<file path="config.mk">
export PLATFORM = sky130hd
export DESIGN_NAME = decim_stream_arbiter
export DESIGN_NICKNAME = d
export VERILOG_FILES = /design/src/rtl/decim_stream_arbiter.sv
export SDC_FILE = /design/constraint.sdc
export NUM_CORES = 1
export LEC_CHECK = 0
export ABC_CLOCK_PERIOD_IN_PS = 1900
export BUFFER_PORTS_ARGS = -buffer_cell sky130_fd_sc_hd__clkbuf_2
export CORE_AREA = 2 2 49 51
export CTS_BUF_LIST = sky130_fd_sc_hd__clkbuf_8
export DETAILED_ROUTE_END_ITERATION = 10
export DIE_AREA = 0 0 51 53
export GPL_TIMING_DRIVEN = 0
export PLACE_DENSITY = 0.78
export RECOVER_POWER = 100
export SLEW_MARGIN = 20
export SYNTH_ARGS = -nofsm -noshare
export SYNTH_HDL_FRONTEND = slang
export SYNTH_SLANG_ARGS = --single-unit
</file>
<file path="constraint.sdc">
create_clock -name clk -period 1.9 [get_ports clk]
set_input_delay 0 -clock clk [delete_from_list [all_inputs] [get_ports clk]]
set_output_delay 0 -clock clk [all_outputs]
set_load 0.005 [all_outputs]
</file>
<file path="src/rtl/decim_stream_arbiter.sv">
// decim_stream_arbiter: round-robin burst arbiter that feeds two sample streams into one decimator.
// Define DECIM_ARB_TIMEOUT_EN to compile in the stall timeout that aborts a starved burst.
module decim_stream_arbiter #(
   parameter int W         = 16,
   parameter int BURST_LEN = 4,
   parameter int TIMEOUT   = 64
) (
   input  logic         clk,
   input  logic         rst_n,
   input  logic         s0_valid,
   input  logic         s1_valid,
   output logic         s0_ready,
   output logic         s1_ready,
   input  logic [W-1:0] s0_data,
   input  logic [W-1:0] s1_data,
   output logic         m_valid,
   input  logic         m_ready,
   output logic [W-1:0] m_data,
   output logic         m_chan,
   output logic         m_last,
   output logic [1:0]   grant,
   output logic         burst_abort
);

   localparam int CW = $clog2(BURST_LEN);

   if (BURST_LEN < 2 || TIMEOUT < 2) begin : g_bad_params
      $error("decim_stream_arbiter: BURST_LEN and TIMEOUT must be at least 2");
   end

   typedef enum logic [1:0] {
      IDLE = 2'd0,
      GNT0 = 2'd1,
      GNT1 = 2'd2
   } state_t;

   state_t          r_state;
   state_t          w_next;
   logic [CW-1:0]   r_cnt;
   logic            r_last_srv;
   logic [1:0]      r_grant;
   logic            r_chan;

   logic            w_sel_valid;
   logic            w_other_valid;
   logic            w_xfer;
   logic            w_done;
   logic            w_abort;

   // Handshake: a sample moves when m_valid && m_ready in the same cycle; the granted
   // requester sees m_ready directly as its ready, the other requester always sees 0.
   always_comb begin
      w_sel_valid   = 1'b0;
      w_other_valid = 1'b0;
      m_data        = '0;
      s0_ready      = 1'b0;
      s1_ready      = 1'b0;
      case (r_state)
         GNT0: begin
            w_sel_valid   = s0_valid;
            w_other_valid = s1_valid;
            m_data        = s0_data;
            s0_ready      = m_ready;
         end
         GNT1: begin
            w_sel_valid   = s1_valid;
            w_other_valid = s0_valid;
            m_data        = s1_data;
            s1_ready      = m_ready;
         end
         default: begin
            w_sel_valid   = 1'b0;
            w_other_valid = 1'b0;
         end
      endcase
   end

   assign m_valid = w_sel_valid;
   assign w_xfer  = w_sel_valid & m_ready;
   assign w_done  = w_xfer && (r_cnt == CW'(BURST_LEN - 1));
   assign m_last  = w_done;
   assign grant   = r_grant;
   assign m_chan  = r_chan;

`ifdef DECIM_ARB_TIMEOUT_EN
   localparam int SW = $clog2(TIMEOUT);
   logic [SW-1:0] r_stall;

   // Abort fires during the TIMEOUT-th consecutive starved cycle of a grant.
   assign w_abort = (r_state != IDLE) && !w_sel_valid && (r_stall == SW'(TIMEOUT - 1));

   always_ff @(posedge clk or negedge rst_n) begin
      if (!rst_n) begin
         r_stall <= '0;
      end else if (r_state == IDLE || w_sel_valid || w_abort) begin
         r_stall <= '0;
      end else begin
         r_stall <= r_stall + 1'b1;
      end
   end
`else
   assign w_abort = 1'b0;
`endif

   assign burst_abort = w_abort;

   always_comb begin
      w_next = r_state;
      case (r_state)
         IDLE: begin
            if (s0_valid && s1_valid) begin
               w_next = r_last_srv ? GNT0 : GNT1;
            end else if (s0_valid) begin
               w_next = GNT0;
            end else if (s1_valid) begin
               w_next = GNT1;
            end
         end
         GNT0, GNT1: begin
            if (w_abort) begin
               w_next = IDLE;
            end else if (w_done) begin
               if (w_other_valid) begin
                  w_next = (r_state == GNT0) ? GNT1 : GNT0;
               end else if (w_sel_valid) begin
                  w_next = r_state;
               end else begin
                  w_next = IDLE;
               end
            end
         end
         default: w_next = IDLE;
      endcase
   end

   // r_last_srv = 1 means s1 was served last, so s0 wins the next contention.
   always_ff @(posedge clk or negedge rst_n) begin
      if (!rst_n) begin
         r_state    <= IDLE;
         r_grant    <= 2'b00;
         r_chan     <= 1'b0;
         r_cnt      <= '0;
         r_last_srv <= 1'b1;
      end else begin
         r_state <= w_next;
         r_grant <= {w_next == GNT1, w_next == GNT0};
         r_chan  <= (w_next == GNT1);
         if (w_abort || w_done) begin
            r_cnt      <= '0;
            r_last_srv <= (r_state == GNT1);
         end else if (w_xfer) begin
            r_cnt <= r_cnt + 1'b1;
         end
      end
   end

endmodule
</file>
==> results of run 1 <==
==> synthesized netlist by cell type <==
library cell | n | area [µm²]
a21boi_0 | 1 | 7.51
and2_1 | 3 | 18.8
nor2_1 | 5 | 18.8
conb_1 | 1 | 3.75
nand4b_1 | 1 | 8.76
buf_2 | 2 | 10.0
dfrtp_1 | 6 | 150
o21bai_1 | 1 | 7.51
nand3_1 | 1 | 5.00
and3b_1 | 1 | 8.76
nor3b_2 | 1 | 12.5
buf_1 | 1 | 3.75
a31o_1 | 1 | 8.76
nor3b_1 | 1 | 7.51
a21o_1 | 1 | 7.51
nor2b_1 | 17 | 106
nand2_1 | 3 | 11.3
nor4_1 | 1 | 6.26
o211ai_1 | 2 | 15.0
mux2_2 | 3 | 33.8
inv_1 | 2 | 7.51
ha_1 | 5 | 62.6
dfstp_2 | 1 | 26.3
a311oi_2 | 1 | 15.0
a211oi_2 | 1 | 12.5
buf_4 | 2 | 15.0
clkbuf_1 | 3 | 11.3
a22oi_1 | 17 | 128
a21oi_1 | 1 | 5.00
==> registers in the layout, indices dropped and copies added, names as in the netlist <==
register / cells
r_cnt: 2
grant: 1
m_chan: 1
r_state: 2
r_last_srv: 1
==> worst max-delay path by stage <==
stage                                     from                 end  slack [ns]  depth (start not counted)
after global placement    r_state[1]$_DFF_PN0_  grant[0]$_DFF_PN0_        0.08                          7
after detailed placement  r_state[1]$_DFF_PN0_  grant[0]$_DFF_PN0_        0.01                          7
after floorplan           r_state[0]$_DFF_PN0_    m_chan$_DFF_PN0_        0.28                          6
after CTS                 r_state[1]$_DFF_PN0_    m_chan$_DFF_PN0_        0.03                          7
after global routing      r_state[0]$_DFF_PN0_  grant[0]$_DFF_PN0_       -0.02                          6
final                     r_state[0]$_DFF_PN0_    m_chan$_DFF_PN0_        0.09                          6
==> worst min-delay path, delay by kind of cell <==
| family | cells | cell delay, ns |
|---|---|---|
| buffers and inverters | 1 | 0.11 |
| AND/OR/NAND/NOR | 1 | 0.09 |
| multiplexers | 1 | 0.15 |
==> cells by family (layout without fill, tap and decap cells) <==
family / after synthesis / after routing / synth area share
AND/OR/NAND/NOR: 34 / 34 / 0.278
buffers and inverters: 10 / 74 / 0.0647
flip-flops: 7 / 7 / 0.240
adder cells (fa/ha/maj): 5 / 5 / 0.0852
AO/OA/AOI/OAI: 26 / 26 / 0.281
other: 1 / 1 / 0.00511
multiplexers: 3 / 3 / 0.0460
==> routing by layer <==
metal / vias up / part of all wire
li1: 439 / -
met1: 387 / 0.42
met2: 33 / 0.48
met3: 4 / 0.078
met4: 0 / 0.018
met5: - / 0
==> where the power goes <==
part / internal (mW) / switching, mW / total [mW]
clock: 0.139 / 0.0618 / 0.201
sequential: 0.231 / 0.0503 / 0.281
combinational: 0.531 / 0.500 / 1.03
==> timing repair <==
action | in CTS | in global routing
pin swaps | 0 | 1
buffers inserted | 0 | 1
endpoints found under the hold margin | 7 | 0
setup endpoints to repair | 11 | 13
gates resized for setup | 2 | 10
hold buffers | 1 | 0
==> per-stage QoR <==
step                 util  total power, mW
finish              0.531             1.51
global route        0.531             1.65
CTS                 0.521             1.49
detailed placement  0.496             1.27
global placement    0.496             1.23
floorplan               -            0.944
==> area by class of cell <==
type	count	area [µm²]	area share
buffer	7	47.5	0.0417
sequential	7	178	0.156
tap	28	35.0	0.0307
clock buffer	3	41.3	0.0362
timing repair buffer	61	305	0.268
clock inverter	1	3.75	0.00329
inverter	2	7.51	0.00659
multi-input combinational	69	522	0.458
==> metrics.cfg, run 1 <==
[grt]
grt_use_met3 = 0.0169
grt_overflow = 0
grt_util_all_layers = 0.156
antenna_found_initial = 0
grt_max_degree = 20
grt.met2_usage = 0.268
grt_pass1_wl_mm = 3.20
grt_pass1_vias = 767
grt_busiest_layer = met2
use_met1 = 0.184

[worst_setup_path]
cpLargestDelayFamily = flip-flops
critPathKind = flop to flop
path_buf_inv = 2
required_ns = 2.04
critical_path.cell_chain = inv_1, ha_1, clkbuf_2, and2_1, a211oi_2, nor3b_1
reg2reg_depth = 6
r2r-end = m_chan$_DFF_PN0_
cp_slowest_cell = dfrtp_1
max_stage_delay_ns = 0.40
rrSetupSlack_ns = 0.09
cp.arrival_ns = 1.94
end_kind = flop
rr_startpoint = r_state[0]$_DFF_PN0_
cp-start-kind = flop
path_max_fanout = 10

[cells_and_area]
final_cell_mix = 55 x clkbuf_2, 17 x a22oi_1, 17 x nor2b_1
drive_above_1_share = 0.493
final_common_cell = clkbuf_2
diodes = 0
synthToLayoutAreaGrowth_pct = 55.2
fin_nets = 193
nFillCells = 216
final_cells = 178
final_area_mm2 = 0.00114

[route]
ant_nets = 0
vias = 863
wl_per_cell_um = 11.6
firstDrtPassIters = 2
vias_per_cell = 4.85
route.detailed.drc = 0
wl_mm = 2.07
drtIter0Drc = 7

[run]
maxCapViolations = 0

[power_and_ir_drop]
p_per_area_mw_per_mm2 = 1330
leakage_nw = 0.555
vdd_drop_max_mv = 0.869

[placement]
placed_area_mm2 = 0.00106
dp_hpwl_mm = 1.63
routabilityCongestion = 0.694
placed_cells = 173
pre_cts_ws_ns = 0.0120
portBuffers = 59

[clocking]
cts_tree = done
clock_path_buffers = 2
htree_num_levels = 1
numCtsBuffers = 3
cts.clk_slew.worst_paths_ns = 0.04
clkLatencyLatePin_ns = 0.23
clock_sinks = 7
root_buffer = clkbuf_8

[logic_synthesis]
syn_area_per_cell_um2 = 8.54
ys_types = 29
synth_seq_cells = 7
synth_nets = 128
yosys_warnings = 0
yosysSeqAreaShare = 0.240
syn_area_um2 = 734
syn_inst = 86

[floorplanning]
die_x_um = 51
core-area_mm2 = 0.00215
fp-row-count = 17
dieArea_mm2 = 0.00270
start_util = 0.342
die_h_um = 53
io_pins = 61

[sta]
hold_ws_ns = 0.159
slew_violations = 0
fin_crit_sh = 0.950
setup_ws_ns = 0.0947
fin_tns_setup_ns = 0
timing.final.crit_period_ns = 1.81
clock_skew_ns = 0.00334
fmax_mhz = 554
finalSetupViolations = 0
hold_viol = 0

[hold_path]
worstHoldStart = m_ready
whs_path_depth = 3
min_to = r_cnt[1]$_DFFE_PN0P_
min_path_type = input port to flop

[run_status]
status = finished, final reports clean

Power figures use the tool's default switching activity.
==> run 2, diff against run 1 <==
Settings changed: CORE_AREA 2 2 49 51 to 2 2 47 49, DIE_AREA 0 0 51 53 to 0 0 49 51, GPL_ROUTABILITY_DRIVEN set to 0, PLACE_DENSITY 0.78 to 0.84.
==> run 2 against run 1 <==
Compared with the run above:
- register-to-register slack about the same
- clock power hardly changed
- design area is 0.77% lower
- sequential power about the same
- clock skew down 0.0025 ns
- power barely moved
- worst setup slack got worse by 0.010 ns
- largest cell class unchanged
- highest routed layer unchanged
==> metrics.cfg, run 2 (synthesis gave the netlist of run 1 again) <==
[route]
wl_met2_mm = 1.06
route.detailed.drc = 0
vias_per_cell = 4.86
top_layer = met4
wl_met3_um = 97
wl_mm = 2.08
ant_nets = 0
vias = 861
firstDrtPassIters = 4
drt-met1-wl_um = 901
wl_per_cell_um = 11.8
drtIter0Drc = 9

[cells_and_area]
final_area_mm2 = 0.00113
fin_nets = 192
drive_above_1_share = 0.503
nFillCells = 203
synthToLayoutAreaGrowth_pct = 54.0
largest_registers = r_cnt: 2 flops, r_state: 2 flops
diodes = 0
final_cell_mix = 57 x clkbuf_2, 17 x a22oi_1, 17 x nor2b_1
final_common_cell = clkbuf_2

[worst_setup_path]
rrSetupSlack_ns = 0.08
end_kind = flop
required_ns = 2.04
reg2reg_depth = 6
cp-start-kind = flop
critPathKind = flop to flop
cp.arrival_ns = 1.96
r2r-end = grant[0]$_DFF_PN0_
path_max_fanout = 5
rr_startpoint = r_state[0]$_DFF_PN0_

[sta]
clock_skew_ns = 0.000874
rsz0062_at_grt = yes
fmax_mhz = 551
fin_tns_setup_ns = 0
hold_viol = 0
fin_crit_sh = 0.956
setup_ws_ns = 0.0843
timing.final.crit_period_ns = 1.82
finalSetupViolations = 0
slew_violations = 0

[run_status]
status = finished, final reports clean

[hold_path]
worstHoldStart = m_ready
whs_path_depth = 3
min_to = r_cnt[1]$_DFFE_PN0P_
min_path_type = input port to flop

[floorplanning]
core-area_mm2 = 0.00206
io_pins = 61
dieArea_mm2 = 0.00250
fp-row-count = 17
die_h_um = 51
start_util = 0.356
die_x_um = 49

[power_and_ir_drop]
netSwitchingFraction = 0.404
power_frac_seq = 0.186
power_mw = 1.51
netSwitchingPower_mw = 0.611
pwr-share-comb = 0.679
vdd_drop_max_mv = 0.735
p_clk_frac = 0.135
leakage_nw = 0.557
p_per_area_mw_per_mm2 = 1340
p_int_mw = 0.902

[grt]
grt_overflow = 0
grt_util_all_layers = 0.160
grt_pass1_wl_mm = 3.13
grt_max_degree = 20
grt_pass1_vias = 705
antenna_found_initial = 0

[clocking]
cts_setup_buffers = 0
clock_path_buffers = 2
clock_sinks = 7
root_buffer = clkbuf_8
cts.clk_slew.worst_paths_ns = 0.04
cts_tree = done
clkLatencyLatePin_ns = 0.23
htree_num_levels = 1
numCtsBuffers = 3

[run]
maxCapViolations = 0

[placement]
portBuffers = 59
pre_cts_ws_ns = 0.0317
placed_area_mm2 = 0.00106
dp_hpwl_mm = 1.69

-- run 2: metal layers --
layer,global-route usage,vias to the layer above
met4,0.0857,0
li1,-,436
met1,0.207,393
met3,0.0205,2
met2,0.260,30
met5,0,-
-- run 2: metrics by stage --
stage / hold WS, ns / instances / utilization
finish: 0.154 / 177 / 0.548
global placement: -0.164 / 173 / 0.516
floorplan: -0.296 / 86 / -
detailed placement: -0.156 / 173 / 0.516
CTS: 0.136 / 177 / 0.542
global route: 0.162 / 177 / 0.548
-- run 2: repair_timing --
action | CTS | global route
resized for setup | 2 | 10
pin swaps | 0 | 1
setup endpoints to repair | 10 | 12
hold buffers | 1 | 0
endpoints found under the hold margin | 7 | 0
-- run 2: worst max-delay path by stage --
| stage | start | endpoint | slack, ns | cells past startpoint |
|---|---|---|---|---|
| global route | r_state[0]$_DFF_PN0_ | grant[0]$_DFF_PN0_ | -0.02 | 6 |
| detailed placement | r_state[1]$_DFF_PN0_ | grant[0]$_DFF_PN0_ | 0.03 | 7 |
| finish | r_state[0]$_DFF_PN0_ | grant[0]$_DFF_PN0_ | 0.08 | 6 |
| floorplan | r_state[0]$_DFF_PN0_ | m_chan$_DFF_PN0_ | 0.28 | 6 |
| CTS | r_state[1]$_DFF_PN0_ | m_chan$_DFF_PN0_ | 0.02 | 7 |
| global placement | r_state[1]$_DFF_PN0_ | grant[0]$_DFF_PN0_ | 0.09 | 7 |
-- run 2: power groups by stage --
stage / clock (mW) / combinational, mW / sequential [mW]
6_report: 0.204 / 1.03 / 0.282
5_1_grt: 0.217 / 1.13 / 0.291
4_1_cts: 0.213 / 1.01 / 0.281
3_5_place_dp: 0 / 0.996 / 0.281
3_3_place_gp: 0 / 0.955 / 0.276
2_1_floorplan: 0 / 0.672 / 0.272
-- run 2: critical path, stage by stage, from the launching register on --
cell and delay [ns]:
dfrtp_1 0.41, inv_1 0.09, ha_1 0.32, nand3_1 0.15, a21o_1 0.22, a311oi_2 0.31, nor3b_2 0.23
-- run 2: area by class of cell --
| type | count | area (µm²) | share of cell area |
|---|---|---|---|
| plain buffers | 7 | 47.5 | 0.0420 |
| clock buffers | 3 | 41.3 | 0.0365 |
| clock inverters | 1 | 3.75 | 0.00332 |
| inverters | 2 | 7.51 | 0.00664 |
| multi-input cells | 69 | 518 | 0.458 |
| flip-flops and latches | 7 | 178 | 0.157 |
| well taps | 28 | 35.0 | 0.0310 |
| repair buffers | 60 | 300 | 0.265 |
